<file path="src/rtl/rs_gf16_pkg.sv">
// GF(16) arithmetic (x^4+x+1) and Reed-Solomon generator construction shared by the stream encoder.
package rs_gf16_pkg;

   typedef logic [3:0] gf16_t;

   localparam logic [4:0] PRIM_POLY = 5'b10011;
   localparam int         MAX_NSYM  = 6;

   // Coefficients g0..g6, g0 in element 0.
   typedef gf16_t [MAX_NSYM:0] genPoly_t;

   typedef enum logic [1:0] {IDLE, MSG, PAR} encState_t;

   function automatic gf16_t gf_mul(input gf16_t a, input gf16_t b);
      logic [6:0] prod;
      prod = '0;
      for (int i = 0; i < 4; i++)
         if (b[i]) prod = prod ^ (7'(a) << i);
      for (int i = 6; i >= 4; i--)
         if (prod[i]) prod = prod ^ (7'(PRIM_POLY) << (i - 4));
      return prod[3:0];
   endfunction

   // Expands prod(x + alpha^i), i = 1..nsym, one root at a time.
   function automatic genPoly_t gen_poly(input int nsym);
      genPoly_t g;
      gf16_t    root;
      g    = '0;
      g[0] = 4'h1;
      root = 4'h1;
      for (int i = 1; i <= MAX_NSYM; i++) begin
         if (i <= nsym) begin
            root = gf_mul(root, 4'h2);
            for (int j = MAX_NSYM; j > 0; j--)
               g[j] = g[j-1] ^ gf_mul(g[j], root);
            g[0] = gf_mul(g[0], root);
         end
      end
      return g;
   endfunction

endpackage

</file>
<file path="src/rtl/rs_lfsr_stage.sv">
// One parity register of the RS encoder LFSR: q <= fb*COEF ^ prev when enabled.
// Single-cycle update; holds when en is low, clr wins over en.
module rs_lfsr_stage
   import rs_gf16_pkg::*;
#(
   parameter logic [3:0] COEF = 4'h1
) (
   input  logic       clk,
   input  logic       rst_n,
   input  logic       en,
   input  logic       clr,
   input  logic [3:0] fb,
   input  logic [3:0] prev,
   output logic [3:0] q
);

   always_ff @(posedge clk or negedge rst_n) begin
      if (!rst_n)
         q <= '0;
      else if (clr)
         q <= '0;
      else if (en)
         q <= gf_mul(fb, COEF) ^ prev;
   end

endmodule

</file>
<file path="src/rtl/rs_stream_encoder.sv">
// Symbol-serial systematic RS encoder over GF(16): zero-latency message passthrough, then NSYM parity symbols.
// Stalls on s_valid/m_ready; optional abort input under RS_ENC_ABORT_EN.
module rs_stream_encoder
   import rs_gf16_pkg::*;
#(
   parameter int NSYM = 6,
   parameter int K    = 9
) (
   input  logic        clk,
   input  logic        rst_n,
`ifdef RS_ENC_ABORT_EN
   input  logic        abort,
`endif
   input  logic        s_valid,
   output logic        s_ready,
   input  logic [3:0]  s_data,
   output logic        m_valid,
   input  logic        m_ready,
   output logic [3:0]  m_data,
   output logic        m_last,
   output logic        busy,
   output logic [15:0] cw_count
);

   localparam genPoly_t   GEN    = gen_poly(NSYM);
   localparam logic [3:0] K_LAST = 4'(K - 1);
   localparam logic [3:0] P_LAST = 4'(NSYM - 1);

   encState_t  state;
   logic [3:0] symCnt;
   gf16_t      par [NSYM];
   gf16_t      fb;
   logic       inXfer;
   logic       outXfer;
   logic       lfsrEn;
   logic       abortReq;

`ifdef RS_ENC_ABORT_EN
   assign abortReq = abort;
`else
   assign abortReq = 1'b0;
`endif

   // Handshake outputs are gated by rst_n so nothing looks valid/ready while in reset.
   assign s_ready = rst_n && m_ready && (state != PAR);
   assign m_valid = rst_n && ((state == PAR) || s_valid);
   assign m_data  = !m_valid ? 4'h0 : (state == PAR) ? par[NSYM-1] : s_data;
   assign m_last  = rst_n && (state == PAR) && (symCnt == P_LAST) && !abortReq;
   assign busy    = (state != IDLE);

   assign inXfer  = s_valid && s_ready;
   assign outXfer = m_valid && m_ready;
   assign lfsrEn  = (state == PAR) ? outXfer : inXfer;
   assign fb      = (state == MSG)  ? (s_data ^ par[NSYM-1]) :
                    (state == IDLE) ? s_data : 4'h0;

   // In IDLE the chain inputs are forced to zero, so the first symbol loads a clean LFSR.
   for (genvar j = 0; j < NSYM; j++) begin : gStage
      gf16_t prevSym;
      if (j == 0) begin : gFirst
         assign prevSym = 4'h0;
      end else begin : gChain
         assign prevSym = (state == IDLE) ? 4'h0 : par[j-1];
      end
      rs_lfsr_stage #(.COEF(GEN[j])) uStage (
         .clk   (clk),
         .rst_n (rst_n),
         .en    (lfsrEn),
         .clr   (abortReq),
         .fb    (fb),
         .prev  (prevSym),
         .q     (par[j])
      );
   end

   always_ff @(posedge clk or negedge rst_n) begin
      if (!rst_n) begin
         state    <= IDLE;
         symCnt   <= '0;
         cw_count <= '0;
      end else if (abortReq) begin
         state  <= IDLE;
         symCnt <= '0;
      end else begin
         case (state)
            IDLE: if (inXfer) begin
               state  <= (K == 1) ? PAR : MSG;
               symCnt <= (K == 1) ? 4'h0 : 4'h1;
            end
            MSG: if (inXfer) begin
               if (symCnt == K_LAST) begin
                  state  <= PAR;
                  symCnt <= '0;
               end else begin
                  symCnt <= symCnt + 4'h1;
               end
            end
            PAR: if (outXfer) begin
               if (symCnt == P_LAST) begin
                  state    <= IDLE;
                  symCnt   <= '0;
                  cw_count <= cw_count + 16'h1;
               end else begin
                  symCnt <= symCnt + 4'h1;
               end
            end
            default: state <= IDLE;
         endcase
      end
   end

endmodule

</file>
<file path="config.mk">
export PLATFORM = sky130hd
export DESIGN_NAME = rs_stream_encoder
export DESIGN_NICKNAME = d
export VERILOG_FILES = /design/src/rtl/rs_gf16_pkg.sv /design/src/rtl/rs_lfsr_stage.sv /design/src/rtl/rs_stream_encoder.sv
export SDC_FILE = /design/constraint.sdc
export NUM_CORES = 1
export LEC_CHECK = 0
export ABC_AREA = 1
export ABC_CLOCK_PERIOD_IN_PS = 1880
export BUFFER_PORTS_ARGS = -buffer_cell sky130_fd_sc_hd__buf_2
export CAP_MARGIN = 10
export CORE_UTILIZATION = 58
export DETAILED_ROUTE_END_ITERATION = 7
export PLACE_DENSITY = 0.83
export SLEW_MARGIN = 5
export SYNTH_ARGS = -nofsm -noshare
export SYNTH_HDL_FRONTEND = slang
export SYNTH_SLANG_ARGS = --single-unit
</file>
<file path="constraint.sdc">
create_clock -name clk -period 1.88 [get_ports clk]
set_input_delay 0.188 -clock clk [delete_from_list [all_inputs] [get_ports clk]]
set_output_delay 0.188 -clock clk [all_outputs]
set_load 0.01 [all_outputs]
</file>
==> impl_metrics.ini, run 1 <==
[routing]
viasPerCell = 5.20
post-route-drc-count = 0
ant_nets = 0
drt_iter0_drc = 172
post_drt_wl_per_cell_um = 12.5
routed-via-count = 2723
drt-total-wl_um = 6530
first_pass_iters = 4

[placed_design]
numPortBuffers = 31
dp_cells = 512
gp_congestion = 0.848
pre_cts_ws_ns = -0.0574
dp_hpwl_um = 4870
dpl_cell_area_mm2 = 0.00331

[clock_tree]
htree_levels = 2
clk_path_buf_depth = 2
cts_sinks = 46
root_buffer = clkbuf_8
clock_latency_ns = 0.30
cts_tree = yes
clkSlewWorstSetupHoldPaths_ns = 0.09
cts_buffers = 5

[critical_path]
cp_max_fo = 5
worstSetupEndpointType = output port
r2r_end = gStage[5].uStage.q[3]$_DFFE_PN0P_
reg2reg_setup_slack_ns = 0.11
arrival_ns = 1.61
path_delay_family = buffers and inverters
worstSetupPathType = register to output port
r2r_cells = 11
max_stage_delay_ns = 0.40
cpMostUsedCell = nand2_1
worstPathCellList = buf_4 -> ha_4 -> nand2_1 -> nand2_1 -> buf_4 -> nand2_1 -> inv_1 -> buf_2
r2r-start = state[0]$_DFFE_PN0P_
path_buf_inv = 4
start_kind = register
worstPathRequired_ns = 1.69
cp_slowest_cell = dfrtp_1

[timing]
layout_min_cycle_time_ns = 1.80
hold_violations = 0
fmax_ghz = 0.555
slew_headroom = 0.743
finalCritPeriodShare = 0.958
skew_ns = 0.00810
worst_pin_slew_ns = 0.382
finalMaxSlewViolations = 0
final-setup-viol-count = 0
fin_ws_ns = 0.0786

[synth]
avgSynthCellArea_um2 = 7.34
ys.flop_type = dfrtp_1
synth_compound_area_frac = 0.0705
synthAdderAreaFrac = 0.0373
synth_cell_types = 32
syn_area_mm2 = 0.00302
yosys.area_share.simple = 0.370
synth_area_leaders = dfrtp_1 38%, nand2_1 18%, nand3_1 5.8%
synth-xor-area-share = 0.0606
yosysTopAreaCellShare = 0.382
synth_top_family_by_area = simple AND/OR/NAND/NOR gates
async_flop_share = 1.00
syn_inst = 411
syn_nets = 428
synth-edff-count = 0
ys_warn_count = 0
synth.area.mux_share = 0
synth_seq_area_share = 0.382
yosys.area.top_type = dfrtp_1
synth_seq_cells = 46

[floorplan]
start_util = 0.622
die_x_um = 74.1
die-area_mm2 = 0.00549
die_height_um = 74.1
num_io_pins = 32
rows = 25
core-area_mm2 = 0.00485

[power]
p_leak_uw = 0.00182
finalPower_uw = 5270
p_per_area_mw_per_mm2 = 1500
vdd_drop_max_mv = 0.990

[final_layout]
fin_cells = 524
nNetsFinal = 473
final_util = 0.722
final_cell_mix = 145 x nand2_1, 45 x dfrtp_1, 42 x inv_1, 35 x nand3_1, 31 x buf_2
area_growth_syn_to_layout_pct = 16.1
design_area_mm2 = 0.00350
diodes = 0
final_common_cell = nand2_1
final_layout_size_suffix_gt1_frac = 0.204

[run_status]
outcome = complete, no violations

[grt]
grt_pass1_wl_um = 11100
grt_max_degree = 25
antenna_found_initial = 0
grt_pass1_vias = 2666
gr-total-overflow = 0
globalRouteTotalUtil = 0.264

[hold_path]
hold_start = m_ready
min_delay_worst_endpoint = cw_count[5]$_DFFE_PN0P_
hold_depth = 5
worstHoldPathType = input pin to register

[flow_run]
cap_violations = 0
## per-stage QoR
stage               hold slack (ns)  TNS [ns]
floorplan                    -0.108         0
global placement              0.269         0
detailed placement            0.274    -0.186
CTS                           0.353         0
global route                  0.376  -0.00410
finish                        0.331         0
## how the worst max path moves through the flow
stage                                                   end                 start  depth (start not counted)  slack, ns
after global routing      gStage[3].uStage.q[2]$_DFFE_PN0P_  state[0]$_DFFE_PN0P_                         11     -0.004
after floorplan                     cw_count[8]$_DFFE_PN0P_  state[0]$_DFFE_PN0P_                          9       0.15
final                                             m_data[1]  state[1]$_DFFE_PN0P_                          8       0.08
after global placement    gStage[5].uStage.q[2]$_DFFE_PN0P_  state[1]$_DFFE_PN0P_                         13       0.03
after detailed placement  gStage[5].uStage.q[2]$_DFFE_PN0P_  state[1]$_DFFE_PN0P_                         13      -0.06
after CTS                 gStage[5].uStage.q[2]$_DFFE_PN0P_  state[1]$_DFFE_PN0P_                         13      0.008
## what timing repair did
item,CTS,global route
setup buffers,0,3
endpoints found under the setup margin,13,30
resized for setup,3,9
hold buffers,1,0
pin swaps,0,2
endpoints found under the hold margin,46,0
## area by class of cell
type,count,area (um2)
tap,67,83.8
clock inverter,2,12.5
sequential,46,1150
multi-input combinational,305,1670
inverter,52,203
fill,391,1350
clock buffer,6,82.6
timing repair buffer,46,295
## state kept, by name (all words and copies together) (netlist names)
register and cells:
symCnt 4, gStage.uStage.q 24, state 2, cw_count 16
## worst reg2reg max path: cells and delay by family, from the launching register on
family / cells / cell delay, ns
flops: 1 / 0.47
buf+inv: 2 / 0.17
simple gates: 8 / 0.80
fa+ha+maj: 1 / 0.22
## power by group
group | switching (uW) | internal, uW | leakage (uW)
Combinational | 1920 | 1170 | 0.00121
Clock | 340 | 296 | 0.0000472
Sequential | 230 | 1310 | 0.000570
## Yosys cell counts, types with 5 or more instances
cell type	instances
xnor2_1	11
o21ai_0	24
nor2_1	19
nand3_1	35
ha_1	9
nand2_2	11
xor2_1	8
a21oi_1	7
dfrtp_1	46
buf_2	5
inv_1	44
nand2_1	145
## cell families after synthesis
| family | count (synthesis) |
|---|---|
| fa+ha+maj | 9 |
| simple gates | 236 |
| flops | 46 |
| xor+xnor | 20 |
| compound gates | 40 |
| buf+inv | 60 |
## per-layer routing
metal  vias up  track usage  part of all wire
met4         0       0.0962             0.017
met1      1277        0.307              0.43
met3        13       0.0528             0.038
met5         -            0                 0
li1       1376            -                 -
met2        57        0.480              0.51
(Power assumes the default switching activity.)
==> run 2, diff against run 1 <==
--- a/config.mk
+++ b/config.mk
@@ -5,13 +5,12 @@
 export SDC_FILE = /design/constraint.sdc
 export NUM_CORES = 1
 export LEC_CHECK = 0
-export ABC_AREA = 1
 export ABC_CLOCK_PERIOD_IN_PS = 1880
-export BUFFER_PORTS_ARGS = -buffer_cell sky130_fd_sc_hd__buf_2
 export CAP_MARGIN = 10
 export CORE_UTILIZATION = 58
 export DETAILED_ROUTE_END_ITERATION = 7
-export PLACE_DENSITY = 0.83
+export DONT_BUFFER_PORTS = 1
+export PLACE_DENSITY = 0.78
 export SLEW_MARGIN = 5
 export SYNTH_ARGS = -nofsm -noshare
 export SYNTH_HDL_FRONTEND = slang
==> run 2 against run 1 <==
- total power grew 18%
- via count shrank 12%
- maximum frequency shrank 4.1%
- worst hold slack lost 0.061 ns
==> impl_metrics.ini, run 2 <==
[clock_tree]
htree_levels = 2
cts_tree = yes
cts_buffers = 5
root_buffer = clkbuf_8
clock_latency_ns = 0.30
clk_path_buf_depth = 2
cts_sinks = 46
clkSlewWorstSetupHoldPaths_ns = 0.09

[final_layout]
final_layout_size_suffix_gt1_frac = 0.291
area_growth_syn_to_layout_pct = 27.4
diodes = 0
largest_reg_flops = 24
largestRegisters = gStage.uStage.q (24), cw_count (16), symCnt (4)
regMostFlops = gStage.uStage.q
nNetsFinal = 360
final_common_cell = dfrtp_1
final_cell_mix = 45 x dfrtp_1, 43 x buf_4, 42 x nand2_1, 23 x xnor2_1, 16 x o21ai_0

[critical_path]
start_kind = register
arrival_ns = 2.07
cp_max_fo = 12
worstPathRequired_ns = 2.07
worstSetupEndpointType = register
worstSetupPathType = register to register
reg2reg_setup_slack_ns = 0.0008

[routing]
drt-total-wl_um = 7090
first_pass_iters = 4
post-route-drc-count = 0
drt_iter0_drc = 201
ant_nets = 0
post_drt_wl_per_cell_um = 17.2
viasPerCell = 5.85
routed-via-count = 2404

[floorplan]
die-area_mm2 = 0.00530
start_util = 0.608
rows = 25
core-area_mm2 = 0.00479
die_height_um = 72.8
die_x_um = 72.8
num_io_pins = 32

[grt]
antenna_found_initial = 0
grt_max_degree = 49
globalRouteTotalUtil = 0.265
gr-total-overflow = 0
grt-busiest-layer = met2
grt_pass1_wl_um = 10600
grt.met2_usage = 0.428
use_met1 = 0.360
use_met3 = 0.0594
grt_pass1_vias = 2244

[synth]
synth_most_common_cell = dfrtp_1
avgSynthCellArea_um2 = 9.66
synth_seq_area_share = 0.396
synth_top_family_by_area = XOR/XNOR gates
synth-edff-count = 0
async_flop_share = 1.00
syn_nets = 318
yosysTopAreaCellShare = 0.396
synth_seq_cells = 46
synth_compound_area_frac = 0.120
yosys.area.top_type = dfrtp_1
syn_inst = 301
ys.flop_type = dfrtp_1
ys_warn_count = 0
synth.area.mux_share = 0.0211
synth_area_leaders = dfrtp_1 40%, xnor2_1 7.2%, xnor3_1 7.0%
syn_area_mm2 = 0.00291
synth-xor-area-share = 0.195
synthAdderAreaFrac = 0.0387
yosys.area_share.simple = 0.194
synth_commonest_cells = 46 x dfrtp_1, 43 x nand2_1, 24 x xnor2_1
synth_cell_types = 52

[timing]
final-setup-viol-count = 0
fin_ws_ns = 0.000756
finalMaxSlewViolations = 0
slew_headroom = 0.705
worst_pin_slew_ns = 0.439
finalCritPeriodShare = 1.00
layout_min_cycle_time_ns = 1.88
fmax_ghz = 0.532
skew_ns = 0.00758
rsz0062_at_grt = yes
hold_violations = 0

[power]
netSwitchingFraction = 0.392
pwr-share-seq = 0.240
p_sw_uw = 2440
p_clk_frac = 0.119
p_per_area_mw_per_mm2 = 1680
finalPower_uw = 6230
p_leak_uw = 0.00169
p_comb_frac = 0.641
p_int_uw = 3790
vdd_drop_max_mv = 0.843

[placed_design]
gp_congestion = 0.881
pre_cts_ws_ns = -0.0373
dp_hpwl_um = 4330
numPortBuffers = 0

[hold_path]
worstHoldPathType = input pin to register

[run_status]
outcome = complete, no violations

[flow_run]
cap_violations = 0
## run 2: cell types whose count changed after synthesis, moves of 5 or more
cell / before / now
xnor2_1: 11 / 24
nand3_1: 35 / 8
mux2i_1: 0 / 5
nand2_1: 145 / 43
nand2_2: 11 / 0
xnor3_1: 0 / 9
o21ai_0: 24 / 19
nor2b_1: 0 / 11
nand2b_1: 0 / 5
clkbuf_1: 2 / 8
inv_1: 44 / 8
nor3_1: 4 / 9
## run 2: cells by family after synthesis
family                     after synthesis
and+or+nand+nor                        114
adders and majority gates                9
xor gates and xnor gates                48
DFF                                     46
buffers and inverters                   25
AOI/OAI and AO/OA                       53
muxes                                    6
## run 2: worst paths after layout
path	start	endpoint	cells past startpoint
worst max-delay path	state[0]$_DFFE_PN0P_	gStage[5].uStage.q[1]$_DFFE_PN0P_	8
worst min-delay path	s_data[3]	gStage[4].uStage.q[2]$_DFFE_PN0P_	4
worst max register to register	state[0]$_DFFE_PN0P_	gStage[5].uStage.q[1]$_DFFE_PN0P_	8
worst min register to register	gStage[0].uStage.q[0]$_DFFE_PN0P_	gStage[0].uStage.q[0]$_DFFE_PN0P_	2
max in group asynchronous	rst_n	gStage[5].uStage.q[0]$_DFFE_PN0P_	2
min in group asynchronous	rst_n	symCnt[0]$_DFFE_PN0P_	2
## run 2: critical path, cell delays in order (launching register included)
cell and delay, ns:
dfrtp_2 0.46, inv_4 0.10, ha_4 0.16, buf_8 0.16
nand2b_4 0.15, o21ai_0 0.09, o2bb2ai_1 0.21, o21a_1 0.21
o31a_1 0.23
## run 2: layer usage
metal | wire [um] | share of wire
met4 | 198 | 0.028
met1 | 2910 | 0.41
met2 | 3500 | 0.49
met3 | 478 | 0.067
met5 | 0 | 0
## run 2: metrics by stage
step / TNS (ns) / instance area, um2 / util / cells / hold slack, ns
2_1_floorplan: -0.0453 / 2950 / - / 301 / -0.108
3_3_place_gp: 0 / 3260 / 0.681 / 390 / -0.107
3_5_place_dp: -0.0744 / 3260 / 0.681 / 390 / -0.107
4_1_cts: -0.0330 / 3440 / 0.719 / 402 / 0.252
5_1_grt: -0.637 / 3700 / 0.774 / 411 / 0.311
6_report: 0 / 3700 / 0.774 / 411 / 0.271
## run 2: what timing repair did
| item | in CTS | in global routing |
|---|---|---|
| resized for setup | 6 | 41 |
| hold endpoints to repair | 46 | 0 |
| pin swaps | 4 | 13 |
| hold buffers | 2 | 0 |
| buffers inserted | 2 | 9 |
| setup endpoints to repair | 12 | 45 |
## run 2: layout make-up
cell class / instances / area (um2)
Clock buffer: 6 / 72.6
Multi-Input combinational cell: 230 / 1860
Sequential cell: 46 / 1150
Clock inverter: 2 / 37.5
Timing Repair Buffer: 50 / 447
Inverter: 10 / 47.5
Fill cell: 292 / 1080
Tap cell: 67 / 83.8
## run 2: power by group through the flow
| stage | logic (uW) | registers, uW | clock network [uW] |
|---|---|---|---|
| finish | 3990 | 1490 | 744 |
| global route | 4310 | 1520 | 781 |
| CTS | 3400 | 1470 | 746 |
| detailed placement | 3320 | 1490 | 0 |
| global placement | 3230 | 1480 | 0 |
| floorplan | 2410 | 1470 | 0 |
